<file path="src/rtl/serial_frame_tx.sv">
// serial_frame_tx: framed bit-serial transmitter (start, LSB-first data, optional parity, stop)
// with a valid/ready word input and a registered, idle-high serial line.
module serial_frame_tx #(
   parameter int DATA_W       = 8,
   parameter int CLKS_PER_BIT = 4,
   parameter int PARITY_EN    = 1,
   parameter int PARITY_ODD   = 0
) (
   input  logic              clk,
   input  logic              rst,
   input  logic [DATA_W-1:0] tx_data,
   input  logic              tx_valid,
   output logic              tx_ready,
   output logic              tx_out,
   output logic              busy,
   output logic              done
);
   localparam int CW = CLKS_PER_BIT > 1 ? $clog2(CLKS_PER_BIT) : 1;
   localparam int BW = DATA_W > 1 ? $clog2(DATA_W) : 1;
   typedef enum logic [2:0] {S_IDLE, S_START, S_DATA, S_PARITY, S_STOP} state_t;
   state_t            r_state, w_next;
   logic [CW-1:0]     r_cnt, w_cnt_nxt;
   logic [BW-1:0]     r_bit, w_bit_nxt;
   logic [DATA_W-1:0] r_shift, w_shift_nxt;
   logic              r_par, r_out, r_busy, r_done;
   logic              w_last_cyc, w_last_bit, w_accept, w_out;
   always_comb begin
      w_last_cyc = r_cnt == CW'(CLKS_PER_BIT - 1);
      w_last_bit = r_bit == BW'(DATA_W - 1);
      w_accept   = r_state == S_IDLE && tx_valid;
      w_next     = S_IDLE;
      case (r_state)
         S_IDLE:   w_next = tx_valid ? S_START : S_IDLE;
         S_START:  w_next = w_last_cyc ? S_DATA : S_START;
         S_DATA:   w_next = !(w_last_cyc && w_last_bit) ? S_DATA : (PARITY_EN != 0) ? S_PARITY : S_STOP;
         S_PARITY: w_next = w_last_cyc ? S_STOP : S_PARITY;
         S_STOP:   w_next = w_last_cyc ? S_IDLE : S_STOP;
         default:  w_next = S_IDLE;
      endcase
      w_cnt_nxt   = (r_state == S_IDLE || w_last_cyc) ? '0 : r_cnt + CW'(1);
      w_bit_nxt   = (r_state == S_DATA && w_last_cyc) ? (w_last_bit ? '0 : r_bit + BW'(1)) : r_bit;
      // The shift register moves only at the end of a data bit, so bit 0 is still in place on START->DATA.
      w_shift_nxt = w_accept ? tx_data : (r_state == S_DATA && w_last_cyc) ? r_shift >> 1 : r_shift;
      w_out       = w_next == S_DATA ? w_shift_nxt[0] : w_next == S_PARITY ? r_par : w_next != S_START;
   end
   always_ff @(posedge clk) begin
      if (rst) begin
         r_state <= S_IDLE;
         r_cnt   <= '0;
         r_bit   <= '0;
         r_shift <= '0;
         r_par   <= 1'b0;
         r_out   <= 1'b1;
         r_busy  <= 1'b0;
         r_done  <= 1'b0;
      end else begin
         r_state <= w_next;
         r_cnt   <= w_cnt_nxt;
         r_bit   <= w_bit_nxt;
         r_shift <= w_shift_nxt;
         r_par   <= w_accept ? (^tx_data) ^ 1'(PARITY_ODD) : r_par;
         r_out   <= w_out;
         r_busy  <= w_next != S_IDLE;
         r_done  <= r_state == S_STOP && w_last_cyc;
      end
   end
   assign tx_ready = r_state == S_IDLE;
   assign tx_out   = r_out;
   assign busy     = r_busy;
   assign done     = r_done;
endmodule

</file>
<file path="config.mk">
export PLATFORM = sky130hd
export DESIGN_NAME = serial_frame_tx
export DESIGN_NICKNAME = d
export VERILOG_FILES = /design/src/rtl/serial_frame_tx.sv
export SDC_FILE = /design/constraint.sdc
export NUM_CORES = 1
export LEC_CHECK = 0
export BUFFER_PORTS_ARGS = -buffer_cell sky130_fd_sc_hd__buf_2
export CAP_MARGIN = 25
export CELL_PAD_IN_SITES_DETAIL_PLACEMENT = 2
export CELL_PAD_IN_SITES_GLOBAL_PLACEMENT = 2
export CORE_MARGIN = 4
export CORE_UTILIZATION = 39
export CTS_BUF_LIST = sky130_fd_sc_hd__clkbuf_8
export CTS_CLUSTER_DIAMETER = 80
export DETAILED_ROUTE_END_ITERATION = 16
export PLACE_DENSITY_LB_ADDON = 0.15
export SETUP_SLACK_MARGIN = 0.15
export SLEW_MARGIN = 0
export SYNTH_ARGS = -nofsm -noshare
export SYNTH_HDL_FRONTEND = slang
export SYNTH_SLANG_ARGS = --single-unit
</file>
<file path="constraint.sdc">
create_clock -name clk -period 3.2 [get_ports clk]
set_input_delay 0.32 -clock clk [delete_from_list [all_inputs] [get_ports clk]]
set_output_delay 0.32 -clock clk [all_outputs]
set_load 0.01 [all_outputs]
</file>
# After elaboration in Yosys (flattened, before gate mapping)
# Cells that the tools add are included.
# word_totals
regBits	20
input_bits	11
out_inout_bits	4
wordCells	41
# op_classes
n_addsub	2
n_eq_ne	9
muxes	11
reduce_logical	10
# ops
operator	count
$mux 8	2
$pmux 3 s5	1
$eq 3x2->1 const B	4
$mux 3	3
$reduce_xor 8->1	1
$eq 3x3->1 const B	2
$logic_and 1x1->1	4
$mux 1	4
$add 3x1->3 const B	1
$eq 3x1->1 const B	1
$logic_not 3->1	1
$ne 3x1->1 const B	1
$reduce_bool 3->1	1
$add 2x1->2 const B	1
$eq 2x2->1 const B	1
$mux 2	1
$reduce_bool 2->1	1
$reduce_or 2->1	1
$logic_or 1x1->1	1

# Logic depth before layout (Yosys ltp)
# logic_depth
word_depth	7
ltp_mapped	6
depth_no_buf	6

# Worst setup path after synthesis
# OpenSTA, ideal clock, no wires.
# synth_path
path_type	flip-flop to flip-flop
startpoint	register r_bit[0]
endpoint	register r_out, in the netlist tx_out
setup_ns	0.123
arrival_time_ns	1.462
required_ns	3.077
slack_ns	1.615
path_stages_with_launch	7
path_buffers	0
period_less_slack_ns	1.585
path_cell_list	dfxtp_1 > ha_1 > ha_1 > and3_1 > o31ai_2 > and4b_1 > a2bb2oi_2
# synth_via
elab_chain_cells	7
word_cells_on_any_way	9
classes_between	eq/ne (4); mux (4); reduce/logical (1)
# synth_rtl
item	line_no	rtl
from (decl)	23	logic [BW-1:0] r_bit, w_bit_nxt;
from (signal assigned)	59	r_bit <= w_bit_nxt;
$eq 3x3->1 (*)	29	w_last_bit = r_bit == BW'(DATA_W - 1);
$logic_and 1x1->1 (*)	35	S_DATA: w_next = !(w_last_cyc && w_last_bit) ? S_DATA : (PARITY_EN != 0) ? S_PARITY : S_STOP;
$mux 1 (*)	35	
$pmux 3 s5 (*)	32	case (r_state)
$ne 3x1->1 / $eq 3x2->1 (equally long branches)	44	w_out = w_next == S_DATA ? w_shift_nxt[0] : w_next == S_PARITY ? r_par : w_next != S_START;
$mux 1	44	
$mux 1 (*)	44	
to (signal assigned)	62	r_out <= w_out;
to (decl)	25	logic r_par, r_out, r_busy, r_done;
# Every way passes the cells marked *; elsewhere a longest branch is shown, timed or not.
# A chain may end at the register's enable or synchronous reset.

# Worst setup path in the final report
# layout_path
startpoint	register r_cnt[0]
endpoint	register r_out, in the netlist tx_out
# layout_via
elab_chain_cells	7
word_cells_on_any_way	15
classes_between	eq/ne (4); mux (9); reduce/logical (2)
# layout_rtl
item	line_no	rtl
from (decl)	22	logic [CW-1:0] r_cnt, w_cnt_nxt;
from (signal assigned)	58	r_cnt <= w_cnt_nxt;
$eq 2x2->1 (*)	28	w_last_cyc = r_cnt == CW'(CLKS_PER_BIT - 1);
$logic_and 1x1->1	35	
$mux 1	35	
$pmux 3 s5	32	
$ne 3x1->1 / $eq 3x2->1 (equally long branches)	44	
$mux 1	44	
$mux 1 (*)	44	
# Every way passes the cells marked *; elsewhere a longest branch is shown, timed or not. The select of a mux whose other input is x is not followed.

==> impl_results.md <==
- Status: finished clean
- # resized after CTS: 0
- Vias: 738
- Setup TNS: 0 ns
- Max Buffers Root-to-Sink: 2
- Post-DRT Antenna Nets: 0
- First-pass GRT wire length: 4.03 mm
- PwrDens: 471 mW/mm2
- Core footprint: around 0.0023 mm2
- HP Class: input port to flip-flop
- Min Tclk post-route: 2.13 ns
- CTS buffer count: 3
- Vias in the first global route: 784
- Area delta synth->final: 12.6%
- WL/cell: 18.3 um
- Layout net count: 121
- Cts hold-fix bufs: 0
- Cells after Synth: 93
- YS warnings: 0
- Most common cell after layout, fill and taps aside: dfxtp_1
- Synthesized cell area: about 950 um2
- Clk sink count: 20
- Least-Margin Pin Slew: 0.611 ns
- Worst Clk Skew: ~0.0018 ns
- Worst setup EP type: flip-flop
- # IOs: 15
- Flop pwr share: 53.8%
- Syn_area_per_cell: 10.2 um2
- Sw Ratio: 25.2%
- Drt total wl: 2.43 mm
- Slew Viols, Final: 0
- Max-cap violations: 0
- Xor and xnor fraction of the mapped netlist area: 6.48%
- Clk pin slew, worst setup/hold paths: 0.07 ns
- Crit Path Max Fanout: 11
- Hold Violations, Final: 0
- Critical path origin: r_cnt[0]$_SDFF_PP0_
- Fin crit share: 66.5%
- Unrepaired setup endpoints after global routing: false
- R2R Path Start: r_cnt[0]$_SDFF_PP0_
- Largest net degree at the start of global routing: 21
- CP arrival: between 2 and 2.5 ns
- Top-area cell type share of the netlist area: a little over two fifths
- Synth Net Count: 107
- Die Span Y: 57.3 um
- Max frequency: 470 MHz
- Maximum vdd drop: approximately 0.20 mV
- Placer Congestion: 0.689
- Mux cell area share after synthesis: 11.8%
- Kind of critical path: flip-flop to flip-flop
- Post-CTS setup buffer count: 0
- Crit path launch type: flip-flop
- Final setup violation count: 0
- Combinational power share: 13.1%
- Distinct cells, synth: 35
- CTS tree: built
- Most frequent cells in the layout: dfxtp_1 (20), nor2_1 (14), buf_2 (14), mux2i_1 (10)
- Row count: 17
- Post-DR vias/cell: 5.55
- Starting density of the core: 42.0%
- Clk Latency, worst-skew pair: ~0.26 ns
- Lkg Pwr: ~0.42 nW
- # port buffers: 14
- Area of the die: around 0.0033 mm2
- GRT overflow: 0
- Slew HR: about three fifths
- Layout cells sized above 1: 21.0%
- Initial antenna violation count: 0
- Final std cells w/o fill: 133
- Post-synthesis simple-gate area fraction: approximately 17%
- Register bit total from synthesis: 20
- Seq/Total Area, Yosys: about 42%
- # DRC: 0
- Power share of the clock group: 33.1%
- Post-DP HPWL: 1.65 mm
- DP Cell Count: between 100 and 150
- Initial DRC Count: 6
- Root Driver: clkbuf_8
- Drt first pass iters: 3
- Die X: between 50 and 60 um
- P_sw: between 0.1 and 0.15 mW
- GRT Total Usage: 16.3%
- H-Tree Depth: 1
- Post-synth top area cell: dfxtp_1
- # diodes: 0
- Synth area leaders: dfxtp_1 (42%), mux2i_1 (11%), nor2_1 (5.6%)
- Critical path required time: 3.34 ns
- Post-Synth Adder-Cell Area: 3.97%
- Hold_sp: tx_valid
- Pint: between 0.3 and 0.4 mW
- Largest family of logic cells by synthesized area: simple AND/OR/NAND/NOR gates
- Compound-Gate Fraction of Synth Area: 14.3%
-- power groups by stage --
stage / clock [mW] / sequential, mW / combinational (mW)
final: 0.166 / 0.270 / 0.0659
after global routing: 0.187 / 0.271 / 0.0740
after CTS: 0.172 / 0.270 / 0.0670
after detailed placement: 0 / 0.275 / 0.0652
after global placement: 0 / 0.274 / 0.0626
after floorplan: 0 / 0.274 / 0.0443
-- cell usage after synthesis, drive strengths merged --
cell type,number
nor2,14
nor2b,1
o211ai,1
o21bai,1
nor4b,1
nand3,1
inv,2
a21oi,3
buf,4
a21boi,1
xnor2,6
o31ai,1
nand2,1
mux2,1
or3b,1
a31oi,1
a211oi,6
xor2,1
dfxtp,20
and4bb,1
nand4b,1
nor3,1
a2bb2oi,1
ha,3
mux2i,10
and3,1
clkbuf,1
nand3b,1
o21a,2
nor3b,1
nor4,1
and4b,1
and3b,1
-- metal layers --
metal	vias up	share of wire, %	track usage (%)	routed length (um)
met5	-	0	0	0
met4	0	0.95	4.97	23
met3	4	2.1	2.94	52
met2	10	51	28.4	1240
met1	367	46	20.4	1120
li1	357	-	-	-
-- flip-flops by register name, summed over array words and instances (netlist names) --
name / cells
tx_out: 1
r_par: 1
r_cnt: 2
r_bit: 3
busy: 1
r_shift: 8
r_state: 3
done: 1
-- cell type report --
cell class	instances	area (um2)
clock buffer	3	41.3
timing repair buffer	14	70.1
inverter	2	7.51
tap	28	35.0
multi-input combinational	66	510
sequential	20	400
fill	259	1190
-- cells by family (layout without fill, tap and decap cells) --
family	after synthesis	after routing
xor+xnor	7	7
flops	20	20
buf+inv	7	19
compound gates	17	17
mux	11	11
fa+ha+maj	3	3
simple gates	28	28
-- critical path, cell delays in order (launching register included) --
cell,delay (ns)
dfxtp_1,0.33
ha_1,0.32
and4bb_1,0.64
mux2_1,0.39
mux2i_1,0.24
a2bb2oi_2,0.09
-- per-stage QoR --
step | setup slack (ns) | util (%) | power, mW | cell area, um2 | hold WS [ns]
floorplan | 1.62 | - | 0.318 | 946 | 0.407
global placement | 1.18 | 45.4 | 0.337 | 1020 | 0.414
detailed placement | 1.10 | 45.4 | 0.341 | 1020 | 0.424
CTS | 1.07 | 47.2 | 0.509 | 1060 | 0.336
global route | 0.893 | 47.2 | 0.532 | 1060 | 0.349
finish | 1.07 | 47.2 | 0.502 | 1060 | 0.344
-- final timing paths --
path | end | slack (ns) | cells after the start
hold reg to reg | r_cnt[0]$_SDFF_PP0_ | 0.43 | 1
setup reg to reg | tx_out$_SDFF_PP1_ | 1.07 | 5
setup / recovery | tx_out$_SDFF_PP1_ | 1.07 | 5
hold / removal | r_shift[7]$_SDFFE_PP0P_ | 0.34 | 3
Power figures use the tool's default switching activity.
